--- src/rtl/tap_pkg.sv ---
// Shared JTAG TAP definitions: controller state encoding, instruction opcodes
// and the fixed IR capture pattern.
package tap_pkg;

    typedef enum logic [3:0] {
        EX2_DR = 4'h0,
        EX1_DR = 4'h1,
        SH_DR  = 4'h2,
        PAU_DR = 4'h3,
        SEL_IR = 4'h4,
        UPD_DR = 4'h5,
        CAP_DR = 4'h6,
        SEL_DR = 4'h7,
        EX2_IR = 4'h8,
        EX1_IR = 4'h9,
        SH_IR  = 4'hA,
        PAU_IR = 4'hB,
        RTI    = 4'hC,
        UPD_IR = 4'hD,
        CAP_IR = 4'hE,
        TLR    = 4'hF
    } tap_state_e;

    localparam logic [3:0] OP_IDCODE  = 4'h1;
    localparam logic [3:0] OP_USER    = 4'h2;
    localparam logic [3:0] OP_BYPASS  = 4'hF;

    // Low two IR bits must read back 2'b01 on capture.
    localparam logic [1:0] IR_CAPTURE = 2'b01;

endpackage

--- src/rtl/tap_shift_reg.sv ---
// Scan register with parallel load, shift-right (serial in at MSB) and hold.
// Load/shift take effect on the rising clock edge; no backpressure, shift-enable paced.
module tap_shift_reg #(
    parameter int              WIDTH     = 8,
    parameter logic [WIDTH-1:0] RESET_VAL = '0
) (
    input  logic             clk_i,
    input  logic             rst_i,
    input  logic             load_i,
    input  logic             shift_i,
    input  logic [WIDTH-1:0] load_dat_i,
    input  logic             sin_i,
    output logic [WIDTH-1:0] q_o
);

    logic [WIDTH-1:0] sr_q;
    logic [WIDTH-1:0] sr_d;
    logic [WIDTH-1:0] shifted;

    if (WIDTH == 1) begin : g_one
        assign shifted = sin_i;
    end else begin : g_multi
        assign shifted = {sin_i, sr_q[WIDTH-1:1]};
    end

    always_comb begin
        sr_d = sr_q;
        if (load_i) begin
            sr_d = load_dat_i;
        end else if (shift_i) begin
            sr_d = shifted;
        end
    end

    always_ff @(posedge clk_i or posedge rst_i) begin
        if (rst_i) begin
            sr_q <= RESET_VAL;
        end else begin
            sr_q <= sr_d;
        end
    end

    assign q_o = sr_q;

endmodule

--- src/rtl/tap_data_regs.sv ---
// JTAG IR plus BYPASS/IDCODE/USER data registers behind the TAP controller.
// Capture/update on TCK rise, TDO/TDO_EN launched on TCK fall; no backpressure.
module tap_data_regs
    import tap_pkg::*;
#(
    parameter int          IR_WIDTH     = 4,
    parameter int          USER_WIDTH   = 8,
    parameter logic [31:0] IDCODE_VALUE = 32'h1234_5001
) (
    input  logic                  TCK,
    input  logic                  TRST,
    input  logic [3:0]            STATE,
    input  logic                  TDI,
    input  logic [USER_WIDTH-1:0] USER_IN,
    output logic                  TDO,
    output logic                  TDO_EN,
    output logic [IR_WIDTH-1:0]   IR_OUT,
    output logic [USER_WIDTH-1:0] USER_OUT,
    output logic                  USER_UPDATE
);

    localparam logic [IR_WIDTH-1:0] IR_IDCODE = IR_WIDTH'(OP_IDCODE);
    localparam logic [IR_WIDTH-1:0] IR_USER   = IR_WIDTH'(OP_USER);
    localparam logic [IR_WIDTH-1:0] IR_CAP    = IR_WIDTH'(IR_CAPTURE);

    tap_state_e state;
    assign state = tap_state_e'(STATE);

    logic [IR_WIDTH-1:0]   ir_out_q, ir_out_d;
    logic [USER_WIDTH-1:0] user_out_q, user_out_d;
    logic                  user_update_q, user_update_d;
    logic                  bypass_q, bypass_d;
    logic                  tdo_q, tdo_d;
    logic                  tdo_en_q, tdo_en_d;

    logic [IR_WIDTH-1:0]   ir_sr;
    logic [31:0]           idcode_sr;
    logic [USER_WIDTH-1:0] user_sr;

    logic sel_idcode, sel_user, sel_bypass;
    assign sel_idcode = (ir_out_q == IR_IDCODE);
    assign sel_user   = (ir_out_q == IR_USER);
    assign sel_bypass = !sel_idcode && !sel_user;

    tap_shift_reg #(.WIDTH(IR_WIDTH), .RESET_VAL('0)) u_ir_sr (
        .clk_i      (TCK),
        .rst_i      (TRST),
        .load_i     (state == CAP_IR),
        .shift_i    (state == SH_IR),
        .load_dat_i (IR_CAP),
        .sin_i      (TDI),
        .q_o        (ir_sr)
    );

    tap_shift_reg #(.WIDTH(32), .RESET_VAL('0)) u_idcode_sr (
        .clk_i      (TCK),
        .rst_i      (TRST),
        .load_i     (state == CAP_DR && sel_idcode),
        .shift_i    (state == SH_DR && sel_idcode),
        .load_dat_i (IDCODE_VALUE),
        .sin_i      (TDI),
        .q_o        (idcode_sr)
    );

    tap_shift_reg #(.WIDTH(USER_WIDTH), .RESET_VAL('0)) u_user_sr (
        .clk_i      (TCK),
        .rst_i      (TRST),
        .load_i     (state == CAP_DR && sel_user),
        .shift_i    (state == SH_DR && sel_user),
        .load_dat_i (USER_IN),
        .sin_i      (TDI),
        .q_o        (user_sr)
    );

    // Only the serial end of the IDCODE register is ever observed.
    logic unused_idcode_hi;
    assign unused_idcode_hi = ^idcode_sr[31:1];

    always_comb begin
        ir_out_d      = ir_out_q;
        user_out_d    = user_out_q;
        user_update_d = 1'b0;
        bypass_d      = bypass_q;
        if (state == TLR) begin
            ir_out_d = IR_IDCODE;
        end else if (state == UPD_IR) begin
            ir_out_d = ir_sr;
        end
        if (state == UPD_DR && sel_user) begin
            user_out_d    = user_sr;
            user_update_d = 1'b1;
        end
        if (state == CAP_DR && sel_bypass) begin
            bypass_d = 1'b0;
        end else if (state == SH_DR && sel_bypass) begin
            bypass_d = TDI;
        end
    end

    always_ff @(posedge TCK or posedge TRST) begin
        if (TRST) begin
            ir_out_q      <= IR_IDCODE;
            user_out_q    <= '0;
            user_update_q <= 1'b0;
            bypass_q      <= 1'b0;
        end else begin
            ir_out_q      <= ir_out_d;
            user_out_q    <= user_out_d;
            user_update_q <= user_update_d;
            bypass_q      <= bypass_d;
        end
    end

    // TDO holds its last bit outside shift states so the pad sees no glitch.
    always_comb begin
        tdo_d    = tdo_q;
        tdo_en_d = (state == SH_IR) || (state == SH_DR);
        if (state == SH_IR) begin
            tdo_d = ir_sr[0];
        end else if (state == SH_DR) begin
            if (sel_idcode) begin
                tdo_d = idcode_sr[0];
            end else if (sel_user) begin
                tdo_d = user_sr[0];
            end else begin
                tdo_d = bypass_q;
            end
        end
    end

    always_ff @(negedge TCK or posedge TRST) begin
        if (TRST) begin
            tdo_q    <= 1'b0;
            tdo_en_q <= 1'b0;
        end else begin
            tdo_q    <= tdo_d;
            tdo_en_q <= tdo_en_d;
        end
    end

    assign TDO         = tdo_q;
    assign TDO_EN      = tdo_en_q;
    assign IR_OUT      = ir_out_q;
    assign USER_OUT    = user_out_q;
    assign USER_UPDATE = user_update_q;

endmodule

--- config.mk ---
export PLATFORM = sky130hd
export DESIGN_NAME = tap_data_regs
export DESIGN_NICKNAME = d
export VERILOG_FILES = /design/src/rtl/tap_pkg.sv /design/src/rtl/tap_shift_reg.sv /design/src/rtl/tap_data_regs.sv
export SDC_FILE = /design/constraint.sdc
export NUM_CORES = 1
export LEC_CHECK = 0
export BUFFER_PORTS_ARGS = -buffer_cell sky130_fd_sc_hd__buf_2
export CAP_MARGIN = 20
export CORE_AREA = 2 2 76 78
export CTS_CLUSTER_DIAMETER = 200
export DETAILED_ROUTE_END_ITERATION = 7
export DIE_AREA = 0 0 78 80
export MAX_ROUTING_LAYER = met4
export PLACE_DENSITY_LB_ADDON = 0.08
export SYNTH_ARGS = -nofsm -noshare
export SYNTH_HDL_FRONTEND = slang
export SYNTH_SLANG_ARGS = --single-unit
--- constraint.sdc ---
create_clock -name TCK -period 2.78 [get_ports TCK]
set_input_delay 0.278 -clock TCK [delete_from_list [all_inputs] [get_ports TCK]]
set_output_delay 0.278 -clock TCK [all_outputs]
set_load 0.01 [all_outputs]
==> impl_metrics.json, run 1 <==
{
  "drt-initial-drc-count": 111,
  "maxCapViolCount": 0,
  "gp_congestion": 0.857,
  "area_growth_pct": 17.8,
  "timing.final.ws_setup_ns": -0.0441,
  "rsz0062_at_grt": "yes",
  "ys_warn_count": 0,
  "first_pass_iters": 4,
  "hpwl_mm": 3.20,
  "final_cells": 341,
  "p_sw_uw": 590,
  "placedCellCount": 324,
  "critPathLaunch": "IR_OUT[0]$_DFFE_PP1P_",
  "port_buffers": 29,
  "r2r-start": "IR_OUT[0]$_DFFE_PP1P_",
  "regToRegSetupSlack_ns": -0.04,
  "mostFrequentLayoutCells": "dfrtp_1 (57), buf_2 (29), nor2b_1 (24)",
  "clockPowerShare": 0.325,
  "powerDensity_mw_per_mm2": 693,
  "vias": 1798,
  "drt-vias-per-instance": 5.27,
  "die_w_um": 78,
  "clockRootBuffer": "clkbuf_8",
  "clock_sinks": 60,
  "track_usage": 0.192,
  "synth_top_flop_cell": "dfrtp_1",
  "num_rows": 27,
  "hold_violations": 0,
  "cp_max_fo": 2,
  "wire_per_inst_um": 14.8,
  "postRouteAntennaNets": 0,
  "setup_violations": 1,
  "p_seq_frac": 0.491,
  "synthesis.area_mm2": 0.00277,
  "ys_ff_latch": 60,
  "layout_commonest_cell": "dfrtp_1",
  "ys_seq_area_frac": 0.542,
  "synthCells": 223,
  "busiest_layer": "met2",
  "crit_end": "TDO$_DFFE_NP0P_",
  "grt_overflow_total": 0,
  "grt_first_pass_wirelength_mm": 8.96,
  "crit_type": "reg -> reg",
  "r2r_end": "TDO$_DFFE_NP0P_",
  "crit_arrival_ns": 1.59,
  "required_ns": 1.54,
  "cts_tree": "built",
  "layout-drive-gt1-share": 0.375,
  "grt_pass1_vias": 1833,
  "finalMaxSlewViolations": 0,
  "slew_headroom": 0.577,
  "start_util": 0.513,
  "antenna_found_initial": 0,
  "combinationalPowerShare": 0.184,
  "violations": "setup timing",
  "status": "finished, violations left",
  "async_flop_share": 1.00,
  "nets": 280,
  "clockBufferDepth": 2,
  "r2r.worst_path.cells": 3,
  "power.internal_mw": 1.67,
  "fp.dieH_um": 80,
  "p_leak_nw": 1.63,
  "fillers": 468,
  "tightestPinTransition_ns": 0.635,
  "syn_area_per_cell_um2": 12.4,
  "grt_max_degree": 52,
  "fin_area_mm2": 0.00326,
  "clk_latency_ns": 0.33,
  "h-tree-depth": 3,
  "grt_util_met1": 0.256,
  "clkTransAtPathRegs_ns": 0.06,
  "synth_edf_count": 0,
  "synth_cell_types": 30,
  "cts_made_buffers": 9,
  "p_sw_frac": 0.261,
  "place_area_mm2": 0.00305,
  "startpoint_type": "flip-flop",
  "die_area_mm2": 0.00624,
  "met2_usage": 0.279,
  "core_area_mm2": 0.00541,
  "diodes": 0,
  "tns_ns": -0.0441,
  "remaining_drc_errors": 0,
  "ios": 30,
  "end_kind": "flip-flop",
  "ir_worst_vdd_mv": 0.388,
  "hold_class": "in -> reg",
  "syn_nets": 238,
  "grt_use_met3": 0.0554,
  "wirelength_mm": 5.04,
  "clock_skew_ns": 0.0124
}
==> metal layers <==
layer / up-vias / wire [µm] / part of all wire
met2: 30 / 2310 / 0.46
met1: 883 / 2450 / 0.49
met3: 12 / 171 / 0.034
li1: 873 / - / -
met5: - / 0 / 0
met4: 0 / 104 / 0.021
==> power groups by stage <==
stage	Combinational [mW]	Clock [mW]	Sequential, mW
floorplan	0.307	0	1.11
global placement	0.401	0	1.12
detailed placement	0.412	0	1.12
CTS	0.422	0.753	1.11
global route	0.465	0.798	1.13
finish	0.416	0.736	1.11
==> cells by family after synthesis <==
group,Yosys count,share of synthesized area
flops,60,0.542
simple gates,64,0.153
buf+inv,15,0.0275
mux,40,0.186
compound gates,44,0.0912
==> registers in the layout (all words and copies together) (netlist names) <==
signal,cells
USER_OUT,8
u_idcode_sr.q_o,32
u_ir_sr.q_o,4
u_user_sr.q_o,8
IR_OUT,4
bypass_q,1
TDO_EN,1
USER_UPDATE,1
TDO,1
==> what timing repair did <==
| action | in CTS | in global routing |
|---|---|---|
| gates resized for setup | 3 | 0 |
| setup buffers | 1 | 0 |
| hold buffers | 1 | 0 |
| endpoints found under the hold margin | 7 | 0 |
| setup endpoints to repair | 1 | 1 |
| pin swaps | 3 | 0 |
==> worst min path at each step <==
stage / from / endpoint / slack [ns] / cells past startpoint
after floorplan: TRST / IR_OUT[1]$_DFFE_PP0P_ / 0.38 / 1
after global placement: TRST / u_idcode_sr.q_o[0]$_DFFE_PP0P_ / 0.22 / 2
after detailed placement: TRST / u_idcode_sr.q_o[2]$_DFFE_PP0P_ / 0.23 / 2
after CTS: TDI / u_ir_sr.q_o[3]$_DFFE_PP0P_ / 0.23 / 3
after global routing: TDI / u_ir_sr.q_o[3]$_DFFE_PP0P_ / 0.25 / 3
final: TDI / u_ir_sr.q_o[3]$_DFFE_PP0P_ / 0.25 / 3
==> through the flow <==
step	hold slack (ns)	power (mW)	worst slack, ns	utilization
after floorplan	0.384	1.42	-0.166	-
after global placement	0.223	1.52	-0.0776	0.563
after detailed placement	0.227	1.53	-0.103	0.563
after CTS	0.235	2.29	-0.0498	0.604
after global routing	0.254	2.39	-0.118	0.604
final	0.252	2.26	-0.0441	0.604
==> critical path, cell delays in order (launching register included) <==
cell and delay [ns]:
dfstp_2 0.52, or4b_4 0.45, o221ai_2 0.17, o221ai_1 0.11
==> synth_stat cells (3+ instances only) <==
library cell / count / area share
a21oi_1: 17 / 0.031
a31oi_1: 15 / 0.034
buf_2: 4 / 0.0072
clkbuf_1: 6 / 0.0081
dfrtp_1: 57 / 0.51
inv_1: 3 / 0.0041
mux2_2: 13 / 0.053
mux2_4: 20 / 0.11
mux2i_1: 7 / 0.025
nand2_1: 9 / 0.012
nand2b_1: 6 / 0.014
nor2_1: 11 / 0.015
nor2b_1: 24 / 0.054
o21ai_0: 8 / 0.014
==> final cells by class <==
type                       instances  area (µm²)  share of cell area
multi-input combinational        148        1220               0.373
inverter                           3        15.0             0.00460
tap                               72        90.1              0.0276
timing repair buffer              43         253              0.0774
clock inverter                     1        5.00             0.00153
clock buffer                      14         183              0.0560
sequential                        60        1500               0.460
Power figures use the tool's default switching activity.
==> run 2, diff against run 1 <==
clock period = 3.6 ns   (was 2.78 ns; I/O delays follow)
==> run 2 against run 1 <==
Compared with the run above: the flow now finishes without violations; flip-flop and latch count unchanged; first-iteration DRC count decreased by 4.5%; sequential share of layout area increased by 0.77 points; power decreased by 22%; non-clock buffer count decreased by 6; critical endpoint unchanged; highest routed layer unchanged.
==> impl_metrics.json, run 2 (synthesis results as in run 1) <==
{
  "finalMaxSlewViolations": 0,
  "hpwl_mm": 3.05,
  "fp.dieH_um": 80,
  "r2r-start": "IR_OUT[1]$_DFFE_PP0P_",
  "cp_cell_sequence": "or4b_2 > o221ai_1 > o221ai_1",
  "clock_skew_ns": 0.0181,
  "postRouteAntennaNets": 0,
  "rsz0062_at_grt": "no",
  "antenna_found_initial": 0,
  "clkTransAtPathRegs_ns": 0.07,
  "final_cells": 336,
  "clk_latency_ns": 0.33,
  "first_pass_iters": 4,
  "layout_commonest_cell": "dfrtp_1",
  "drt-initial-drc-count": 106,
  "clockPowerShare": 0.346,
  "path_depth": 3,
  "vias": 1790,
  "mostFrequentLayoutCells": "dfrtp_1 (57), buf_2 (29), nor2b_1 (24)",
  "startpoint_type": "flip-flop",
  "placedCellCount": 320,
  "layout-drive-gt1-share": 0.360,
  "cts_tree": "built",
  "track_usage": 0.187,
  "critical_path.top_delay_family": "simple AND/OR/NAND/NOR gates",
  "diodes": 0,
  "hold_buffers": 0,
  "num_rows": 27,
  "postCtsSetupBuffers": 0,
  "core_area_mm2": 0.00541,
  "r2r.worst_path.cells": 3,
  "cpMostUsedCell": "o221ai_1",
  "combinationalPowerShare": 0.170,
  "wire_per_inst_um": 14.7,
  "die_area_mm2": 0.00624,
  "p_leak_nw": 1.61,
  "p_sw_uw": 451,
  "drt-vias-per-instance": 5.33,
  "setup_violations": 0,
  "hold_violations": 0,
  "tns_ns": 0,
  "status": "completed",
  "power.internal_mw": 1.32,
  "maxCapViolCount": 0,
  "ir_worst_vdd_mv": 0.269,
  "critPathLaunch": "IR_OUT[1]$_DFFE_PP0P_",
  "final_util": 0.594,
  "largest_register_ff_count": 32,
  "crit_path_max_incr_delay_ns": 0.64,
  "grt_first_pass_wirelength_mm": 8.58,
  "cts_made_buffers": 9,
  "slew_headroom": 0.519,
  "required_ns": 1.94,
  "cp.buffers_inverters": 0,
  "grt_overflow_total": 0,
  "end_kind": "flip-flop",
  "clockBufferDepth": 2,
  "port_buffers": 29,
  "cpMaxStageDelayCell": "or4b_2",
  "h-tree-depth": 3,
  "post_cts_resized": 0,
  "crit_arrival_ns": 1.79,
  "remaining_drc_errors": 0,
  "grt_pass1_vias": 1744,
  "p_seq_frac": 0.484,
  "crit_type": "reg -> reg",
  "hold_class": "in -> async",
  "hold_ws_ns": 0.295,
  "wirelength_mm": 4.95,
  "gp_congestion": 0.759,
  "grt_max_degree": 59,
  "tightestPinTransition_ns": 0.721,
  "clock_sinks": 60,
  "nets": 274,
  "die_w_um": 78,
  "powerDensity_mw_per_mm2": 551,
  "clockRootBuffer": "clkbuf_8",
  "ios": 30,
  "p_sw_frac": 0.255,
  "cp_max_fo": 8,
  "area_growth_pct": 15.8,
  "start_util": 0.513
}
## run 2: metrics by stage
step | power (mW) | setup WS, ns | cell area (µm²)
floorplan | 1.09 | 0.0610 | 2770
global placement | 1.17 | 0.214 | 3010
detailed placement | 1.17 | 0.188 | 3010
CTS | 1.80 | 0.146 | 3210
global route | 1.87 | 0.0608 | 3210
finish | 1.77 | 0.158 | 3210
## run 2: cell type report
class	instances	area [µm²]
well taps	72	90.1
clock buffers	12	155
flip-flops and latches	60	1500
clock inverters	4	47.5
repair buffers	37	205
inverters	3	11.3
multi-input cells	148	1200
fillers	457	2190
## run 2: metal layers
layer	track usage	routed length (µm)	share of wire	vias up
li1	-	-	-	861
met1	0.239	2390	0.48	894
met2	0.277	2330	0.47	31
met3	0.0781	192	0.039	4
met4	0.0526	39	0.0079	0
met5	-	0	0	-
## run 2: power groups by stage
| stage | Sequential (mW) | Clock (mW) | Combinational (mW) |
|---|---|---|---|
| after floorplan | 0.858 | 0 | 0.235 |
| after global placement | 0.866 | 0 | 0.301 |
| after detailed placement | 0.866 | 0 | 0.307 |
| after CTS | 0.858 | 0.635 | 0.305 |
| after global routing | 0.874 | 0.665 | 0.335 |
| final | 0.857 | 0.611 | 0.300 |
## run 2: final timing paths
path,endpoint,slack [ns]
hold / removal,USER_OUT[4]$_DFFE_PP0P_,0.29
setup / recovery,TDO$_DFFE_NP0P_,0.16
min in group TCK,u_user_sr.q_o[7]$_DFFE_PP0P_,0.32
setup reg to reg,TDO$_DFFE_NP0P_,0.16
hold reg to reg,u_idcode_sr.q_o[17]$_DFFE_PP0P_,0.50
max in group asynchronous,TDO_EN$_DFF_NP0_,1.88
## run 2: worst reg2reg max path, delay by kind of cell, from the launching register on
kind / cells / cell delay, ns
AND/OR/NAND/NOR: 1 / 0.64
AO/OA/AOI/OAI: 2 / 0.34
flip-flops: 1 / 0.47
